===== config.mk =====
export PLATFORM = sky130hd
export DESIGN_NAME = data_memory_block_flat
export DESIGN_NICKNAME = d
export VERILOG_FILES = /design/src/rtl/data_memory_block_if.sv /design/src/rtl/data_memory_block.sv /design/src/flat_wrapper.sv
export SDC_FILE = /design/constraint.sdc
export NUM_CORES = 2
export LEC_CHECK = 0
export BUFFER_PORTS_ARGS = -buffer_cell sky130_fd_sc_hd__buf_2
export CAP_MARGIN = 30
export CORE_MARGIN = 4
export CORE_UTILIZATION = 50
export CTS_CLUSTER_DIAMETER = 50
export DETAILED_ROUTE_END_ITERATION = 16
export PLACE_DENSITY = 0.65
export SYNTH_ARGS = -nofsm -noshare
export SYNTH_HDL_FRONTEND = slang
export SYNTH_SLANG_ARGS = --single-unit

===== constraint.sdc =====
create_clock -name clk -period 4.18 [get_ports clk]
set_clock_uncertainty 0.1 [all_clocks]
set_input_delay 0.627 -clock clk [delete_from_list [all_inputs] [get_ports clk]]
set_output_delay 0.627 -clock clk [all_outputs]
set_load 0.02 [all_outputs]

===== src/rtl/data_memory_block_if.sv =====
// rtl/data_memory_block_if.sv - execute-to-memory stage handshake and result bundle
interface data_memory_block_if;
  logic        valid_ex;
  logic        mem_en_ex;
  logic        mem_rw_ex;
  logic        mem_mux_sel_dm;
  logic [15:0] ans_ex;
  logic [15:0] dm_data;
  logic [15:0] ans_dm;
  logic        valid_dm;
  logic        busy_dm;
  logic        err_dm;

  modport master (
    output valid_ex, mem_en_ex, mem_rw_ex, mem_mux_sel_dm, ans_ex, dm_data,
    input  ans_dm, valid_dm, busy_dm, err_dm
  );

  modport slave (
    input  valid_ex, mem_en_ex, mem_rw_ex, mem_mux_sel_dm, ans_ex, dm_data,
    output ans_dm, valid_dm, busy_dm, err_dm
  );
endinterface


===== src/rtl/data_memory_block.sv =====
// rtl/data_memory_block.sv - memory stage: load/store data memory with registered result
// Optional post-reset memory clear sequence under macro DM_RESET_CLEAR_EN.
module data_memory_block #(
  parameter int DM_AW = 8
) (
  input logic               clk,
  input logic               reset,
  data_memory_block_if.slave dm
);
  localparam int DEPTH = 1 << DM_AW;

  logic [15:0]      mem_q [DEPTH];
  logic [15:0]      ans_q, ans_d;
  logic             valid_q, valid_d;
  logic             err_q, err_d;
  logic             busy;
  logic             accept;
  logic             in_range;
  logic             is_load;
  logic             is_store;
  logic [DM_AW-1:0] addr;
  logic [15:0]      rd_data;
  logic             mem_we;
  logic [DM_AW-1:0] mem_waddr;
  logic [15:0]      mem_wdata;

  assign addr     = dm.ans_ex[DM_AW-1:0];
  assign in_range = (dm.ans_ex >> DM_AW) == 16'h0000;
  assign accept   = dm.valid_ex & ~busy & ~reset;
  assign is_load  = dm.mem_en_ex & ~dm.mem_rw_ex;
  assign is_store = dm.mem_en_ex & dm.mem_rw_ex;
  assign rd_data  = mem_q[addr];

`ifdef DM_RESET_CLEAR_EN
  typedef enum logic {CLEAR, RUN} state_e;

  state_e           state_q, state_d;
  logic [DM_AW-1:0] clr_cnt_q, clr_cnt_d;

  always_ff @(posedge clk) begin
    if (reset) begin
      state_q   <= CLEAR;
      clr_cnt_q <= '0;
    end else begin
      state_q   <= state_d;
      clr_cnt_q <= clr_cnt_d;
    end
  end

  // Sweep every address once, then hand the memory to the pipeline.
  always_comb begin
    state_d   = state_q;
    clr_cnt_d = clr_cnt_q;
    case (state_q)
      CLEAR: begin
        clr_cnt_d = clr_cnt_q + 1'b1;
        if (clr_cnt_q == '1) state_d = RUN;
      end
      default: ;
    endcase
  end

  always_comb begin
    busy = (state_q == CLEAR);
  end
`else
  assign busy = 1'b0;
`endif

  // Single write port shared by pipeline stores and the clear sweep.
  always_comb begin
    mem_we    = accept & is_store & in_range;
    mem_waddr = addr;
    mem_wdata = dm.dm_data;
`ifdef DM_RESET_CLEAR_EN
    if (state_q == CLEAR && !reset) begin
      mem_we    = 1'b1;
      mem_waddr = clr_cnt_q;
      mem_wdata = 16'h0000;
    end
`endif
  end

  always_ff @(posedge clk) begin
    if (mem_we) mem_q[mem_waddr] <= mem_wdata;
  end

  always_comb begin
    ans_d   = ans_q;
    err_d   = err_q;
    valid_d = accept;
    if (accept) begin
      if (is_load && dm.mem_mux_sel_dm) ans_d = in_range ? rd_data : 16'h0000;
      else                              ans_d = dm.ans_ex;
      if (dm.mem_en_ex && !in_range)    err_d = 1'b1;
    end
  end

  always_ff @(posedge clk) begin
    if (reset) begin
      ans_q   <= 16'h0000;
      valid_q <= 1'b0;
      err_q   <= 1'b0;
    end else begin
      ans_q   <= ans_d;
      valid_q <= valid_d;
      err_q   <= err_d;
    end
  end

  assign dm.ans_dm   = ans_q;
  assign dm.valid_dm = valid_q;
  assign dm.busy_dm  = busy;
  assign dm.err_dm   = err_q;
endmodule


===== src/flat_wrapper.sv =====
// flat-port wrapper written by rule: the top's interface ports become plain ports
module data_memory_block_flat 
#(
  parameter int DM_AW = 8
)
  (clk, reset, dm_valid_ex, dm_mem_en_ex, dm_mem_rw_ex, dm_mem_mux_sel_dm, dm_ans_ex, dm_dm_data, dm_ans_dm, dm_valid_dm, dm_busy_dm, dm_err_dm);
  data_memory_block_if dm_i ();
  input logic clk;
  input logic reset;
  input wire logic [$bits(dm_i.valid_ex)-1:0] dm_valid_ex;
  input wire logic [$bits(dm_i.mem_en_ex)-1:0] dm_mem_en_ex;
  input wire logic [$bits(dm_i.mem_rw_ex)-1:0] dm_mem_rw_ex;
  input wire logic [$bits(dm_i.mem_mux_sel_dm)-1:0] dm_mem_mux_sel_dm;
  input wire logic [$bits(dm_i.ans_ex)-1:0] dm_ans_ex;
  input wire logic [$bits(dm_i.dm_data)-1:0] dm_dm_data;
  output wire logic [$bits(dm_i.ans_dm)-1:0] dm_ans_dm;
  output wire logic [$bits(dm_i.valid_dm)-1:0] dm_valid_dm;
  output wire logic [$bits(dm_i.busy_dm)-1:0] dm_busy_dm;
  output wire logic [$bits(dm_i.err_dm)-1:0] dm_err_dm;
  assign dm_i.valid_ex = dm_valid_ex;
  assign dm_i.mem_en_ex = dm_mem_en_ex;
  assign dm_i.mem_rw_ex = dm_mem_rw_ex;
  assign dm_i.mem_mux_sel_dm = dm_mem_mux_sel_dm;
  assign dm_i.ans_ex = dm_ans_ex;
  assign dm_i.dm_data = dm_dm_data;
  assign dm_ans_dm = dm_i.ans_dm;
  assign dm_valid_dm = dm_i.valid_dm;
  assign dm_busy_dm = dm_i.busy_dm;
  assign dm_err_dm = dm_i.err_dm;
  data_memory_block #(.DM_AW(DM_AW)) u_core (.clk(clk), .reset(reset), .dm(dm_i));
endmodule

==> After elaboration in Yosys (flattened, before gate mapping) <==
Memories as Yosys holds them, arrays and structs flattened.
Index checks and enable logic that the tools add are counted.
{ "totals": {"register_bits": 18, "latch_bits": 0, "ram_bits": 4096, "mem_bits_ro": 0, "input_bits": 38, "output_inout_bits": 19, "wordCells": 20, "mem_count": 1} }
{ "mem_list": {"columns": ["name", "depth", "word_bits", "read_ports", "rd_ports_with_merged_regs", "wr", "line", "source"], "rows": [
  ["u_core.mem_q", 256, 16, 1, 0, 1, "data_memory_block.sv:12", "logic [15:0] mem_q [DEPTH];"]
]} }
{ "op_classes": {"addsub": 0, "multipliers": 0, "n_div": 0, "order_cmp": 0, "n_eq_ne": 0, "n_shift": 0, "mux": 4, "bitwise_logic": 7, "n_reduce_logical": 5} }
{ "ops": {"columns": ["operator", "count"], "rows": [
  ["$mux 16", 2],
  ["$logic_not 16->1", 1],
  ["$and 1x1->1", 5],
  ["$logic_and 1x1->1", 2],
  ["$mux 1", 2],
  ["$not 1->1", 2],
  ["$reduce_and 2->1", 1],
  ["$logic_not 1->1", 1]
]} }

==> Logic depth before layout (Yosys ltp) <==
{ "logic_depth": {"ltp_word": 6, "depth_mapped": 12, "ltp_nobuf": 8} }

==> Least setup slack after synthesis <==
OpenSTA, ideal clock, no wires.
{ "synth_timing": {"kind": "input to register", "from": "input dm_ans_ex[1]", "to": "memory u_core.mem_q[218][0] (enable)", "setup_time_ns": 0.388, "arrival_ns": 2.892, "t_required_ns": 3.692, "path_slack_ns": 0.800, "stages": 10, "path_buffers": 7, "path_cell_list": "buf_2 -> buf_6 -> buf_4 -> buf_4 -> buf_4 -> buf_4 -> nor2b_1 -> nand2_1 -> buf_2 -> nor2_1"} }
{ "synth_rtl": {"columns": ["element", "line", "source"], "rows": [
  ["start: declaration", "flat_wrapper.sv:14", "input wire logic [$bits(dm_i.ans_ex)-1:0] dm_ans_ex;"],
  ["end: declaration", "data_memory_block.sv:12", null]
]} }
No word-level cell before the write port.

==> Worst setup path after layout <==
{ "layout_timing": {"from": "input reset", "to": "register u_core.ans_q[1] (netlist: u_core.dm.ans_dm[1])"} }
{ "layout_via": {"elab_chain_cells": 2} }
{ "layout_rtl": {"columns": ["element", "line", "source"], "rows": [
  ["start: declaration", "flat_wrapper.sv:9", "input logic reset;"],
  ["$not 1->1", "data_memory_block.sv:29", "assign accept = dm.valid_ex & ~busy & ~reset;"],
  ["$and 1x1->1", "data_memory_block.sv:29", null],
  ["end signal: assignment", "data_memory_block.sv:105", "ans_q <= ans_d;"],
  ["end: declaration", "data_memory_block.sv:13", "logic [15:0] ans_q, ans_d;"]
]} }
Several ways; a longest one is shown, not always the timed one.
A chain may end at the register's enable or synchronous reset.

==> summary.md <==
| Metric | Value |
|---|---|
| Clock Tree Buf Depth | `4` |
| Syn_nets | `7589` |
| Fill cells | `22349` |
| GRT Total Usage | `26.2%` |
| WL/cell | `33.5 microns` |
| CP endpoint kind | `register` |
| DIE HEIGHT | `571 microns` |
| Finish-stage setup viols | `0` |
| Maxcap violations | `0` |
| Layout Cells excl Fill | `12840` |
| CP startpoint | `reset` |
| Post-synth top area share | `77.7%` |
| Pre-CTS WS | `-0.146 ns` |
| Post-synth EDFFs | `4096` |
| Synth Instances | `7551` |
| Clock transition at the registers of the reported paths | `0.06 ns` |
| GPL Wtd Cong | `0.875` |
| Total gr overflow | `0` |
| Mapped Area | `158000 sq um` |
| CP Launch Type | `primary input` |
| Starting DRT DRC Count | `11927` |
| Avg Cell Area, Syn | `21.0 sq um` |
| Storage cell area | `123000 sq um` |
| First-pass GRT wire length | `612000 microns` |
| Htree depth | `5` |
| Initial Util | `50.3%` |
| Pwr dens | `476 nW/um^2` |
| Largest net degree at the start of global routing | `132` |
| Worst slew pin tran | `1.26 ns` |
| DRC | `0` |
| Worst setup path end | `u_core.dm.ans_dm[1]$_SDFFE_PP0P_` |
| Chip width | `571 microns` |
| Total CTS buffers | `436` |
| Synth Flop Type | `edfxtp_1` |
| Synth cell types | `51` |
| Worst min path class | `in -> reg` |
| Slew HR | `16.3%` |
| Top Ports | `57` |
| Fmax | `269 MHz` |
| TritonCTS clock tree | `built` |
| Fin crit share | `88.9%` |
| Via Count | `82284` |
| DR vias/cell | `6.41` |
| Maximum vdd drop | `0.392 mV` |
| Final HPWL DP | `266000 microns` |
| Leakage power | `0.0595 uW` |
| Synth warn | `0` |
| Critical path class | `in -> reg` |
| Initial antenna violation count | `14` |
| Final WS setup | `0.465 ns` |
| Port Buffers | `55` |
| Status | `finished, final reports clean` |
| Yosys top cell by area | `edfxtp_1` |
| Critical path required time | `4.90 ns` |
| Nets | `8337` |
| Hold_ws | `0.0237 ns` |
| CP max FO | `8` |
| Async S/R FF share, synth | `0%` |
| Pins Over Slew Limit | `0` |
| Post-synthesis sequential area ratio | `77.9%` |
| Drt first pass iters | `8` |
| CP arrival | `4.44 ns` |
| Clock latency on the worst-skew pair | `0.99 ns` |
| Reg2Reg Launch Point | `u_core.mem_q[47][1]$_DFFE_PP_` |
| Synth area leaders | `edfxtp_1, mux4_2, mux2i_1` |
| Cell Rows | `206` |
| Num Clock Sinks | `4114` |
| Total Wirelength | `430000 microns` |
| Area of the multi-input gates | `32800 sq um` |
| Full die area | `326000 sq um` |
| RSZ-0062 raised after global routing | `false` |
| Area delta synth->final | `17.1%` |
| Post-route ant nets | `0` |
| Post-cts sizing count | `0` |
| Vias in the first global route | `80598` |
| Number of synthesized register bits | `4114` |
| Ratio of cells with drive above 1 in the final layout | `26.6%` |
| Core area | `315000 sq um` |
| R2R setup slack | `0.84 ns` |
| Register-to-Register Path Depth | `8` |
| Final hold violations | `0` |
| Post-layout min period | `3.71 ns` |
| Inst Count DP | `12016` |
| R2R Path End | `u_core.dm.ans_dm[1]$_SDFFE_PP0P_` |
| CTS root buffer | `clkbuf_16` |
-- cell families (layout without fill, tap and decap cells) --
group                  after synthesis  after routing  share of synthesized area, %
other                                1              9                       0.00237
AO/OA/AOI/OAI                      808            808                          3.64
AND/OR/NAND/NOR                    940            940                          2.69
multiplexers                      1216           1216                          14.3
flip-flops                        4114           4114                          77.9
buffers and inverters              472           1593                          1.48
-- through the flow --
step	cell area (sq um)	utilization (%)	total power [uW]	TNS, ns
final	185000	58.9	88300	0
after global routing	185000	58.9	90900	0
after CTS	185000	58.9	88800	0
after detailed placement	171000	54.2	50500	-0.226
after global placement	171000	54.2	50400	-0.241
after floorplan	158000	-	48200	0
-- critical path, stage by stage --
cell,delay (ns)
dlygate4sd3_1,0.52
buf_2,0.13
nand2b_1,0.35
inv_1,0.11
and2_1,0.31
buf_4,0.25
a22o_1,0.34
a211oi_1,0.55
o2111ai_1,0.22
buf_4,0.20
o22ai_1,0.54
buf_4,0.22
nand3_1,0.06
-- where the power goes --
part           internal [uW]  total (uW)  leakage [uW]  switching (uW)
logic                   1440        4220        0.0156            2790
registers              45400       45400        0.0369            29.1
clock network          22700       38700       0.00702           16000
total                  69500       88300        0.0595           18900
-- worst min path at each step --
stage                                              from                               to  slack [ns]  cells past startpoint
final                                    dm_dm_data[15]  u_core.mem_q[244][15]$_DFFE_PP_        0.02                      1
after global routing                     dm_dm_data[15]  u_core.mem_q[244][15]$_DFFE_PP_        0.04                      1
after floorplan           u_core.dm.err_dm$_SDFFE_PP0P_    u_core.dm.err_dm$_SDFFE_PP0P_        0.48                      2
after CTS                                dm_dm_data[15]  u_core.mem_q[246][15]$_DFFE_PP_        0.03                      1
after detailed placement  u_core.dm.err_dm$_SDFFE_PP0P_    u_core.dm.err_dm$_SDFFE_PP0P_        0.39                      2
after global placement    u_core.dm.err_dm$_SDFFE_PP0P_    u_core.dm.err_dm$_SDFFE_PP0P_        0.35                      2
-- routing by layer --
metal	vias up	track usage, %	wire, microns	part of all wire [%]
met1	43731	38.5	171000	40
li1	33215	-	-	-
met3	626	4.38	40600	9.4
met5	-	0	27	0.0063
met2	4708	40.3	202000	47
met4	4	9.45	16800	3.9
-- registers in the layout, indices dropped and copies added (netlist names) --
register,flops
u_core.mem_q,4096
u_core.dm.err_dm,1
u_core.dm.valid_dm,1
u_core.dm.ans_dm,16
-- placed cells by master (no fill, tap or decap), drive strengths merged, types with 190 or more instances in the layout --
cell type,instances
clkinv,190
mux4,830
clkbuf,524
nor2,302
buf,770
mux2i,366
nand2,222
edfxtp,4096
nand3,261
a22oi,233
-- cell type report --
type / instances / share of cell area [%]
timing repair buffer: 775 / 5.15
inverter: 7 / 0.0148
sequential: 4114 / 66.5
clock inverter: 287 / 1.68
antenna: 8 / 0.0108
clock buffer: 524 / 6.14
tap: 4160 / 2.81
multi-input combinational: 2965 / 17.7
-- repair_timing --
action / 4_1_cts / 5_1_grt
hold buffers: 5 / 0
setup buffers: 0 / 0
hold endpoints to repair: 36 / 0
-- cell usage after synthesis, types with 43 or more instances --
master     count
a21oi_1      171
a22o_1        80
mux2i_1      366
nand2_1      222
o2111ai_1     45
edfxtp_1    4096
a211oi_1      76
a22oi_1      233
nor2_1       301
buf_4         63
buf_2        166
clkbuf_1     187
nand3_1      261
mux4_2       830
o211ai_1      48
nor2b_1       43
Power figures use the tool's default switching activity.
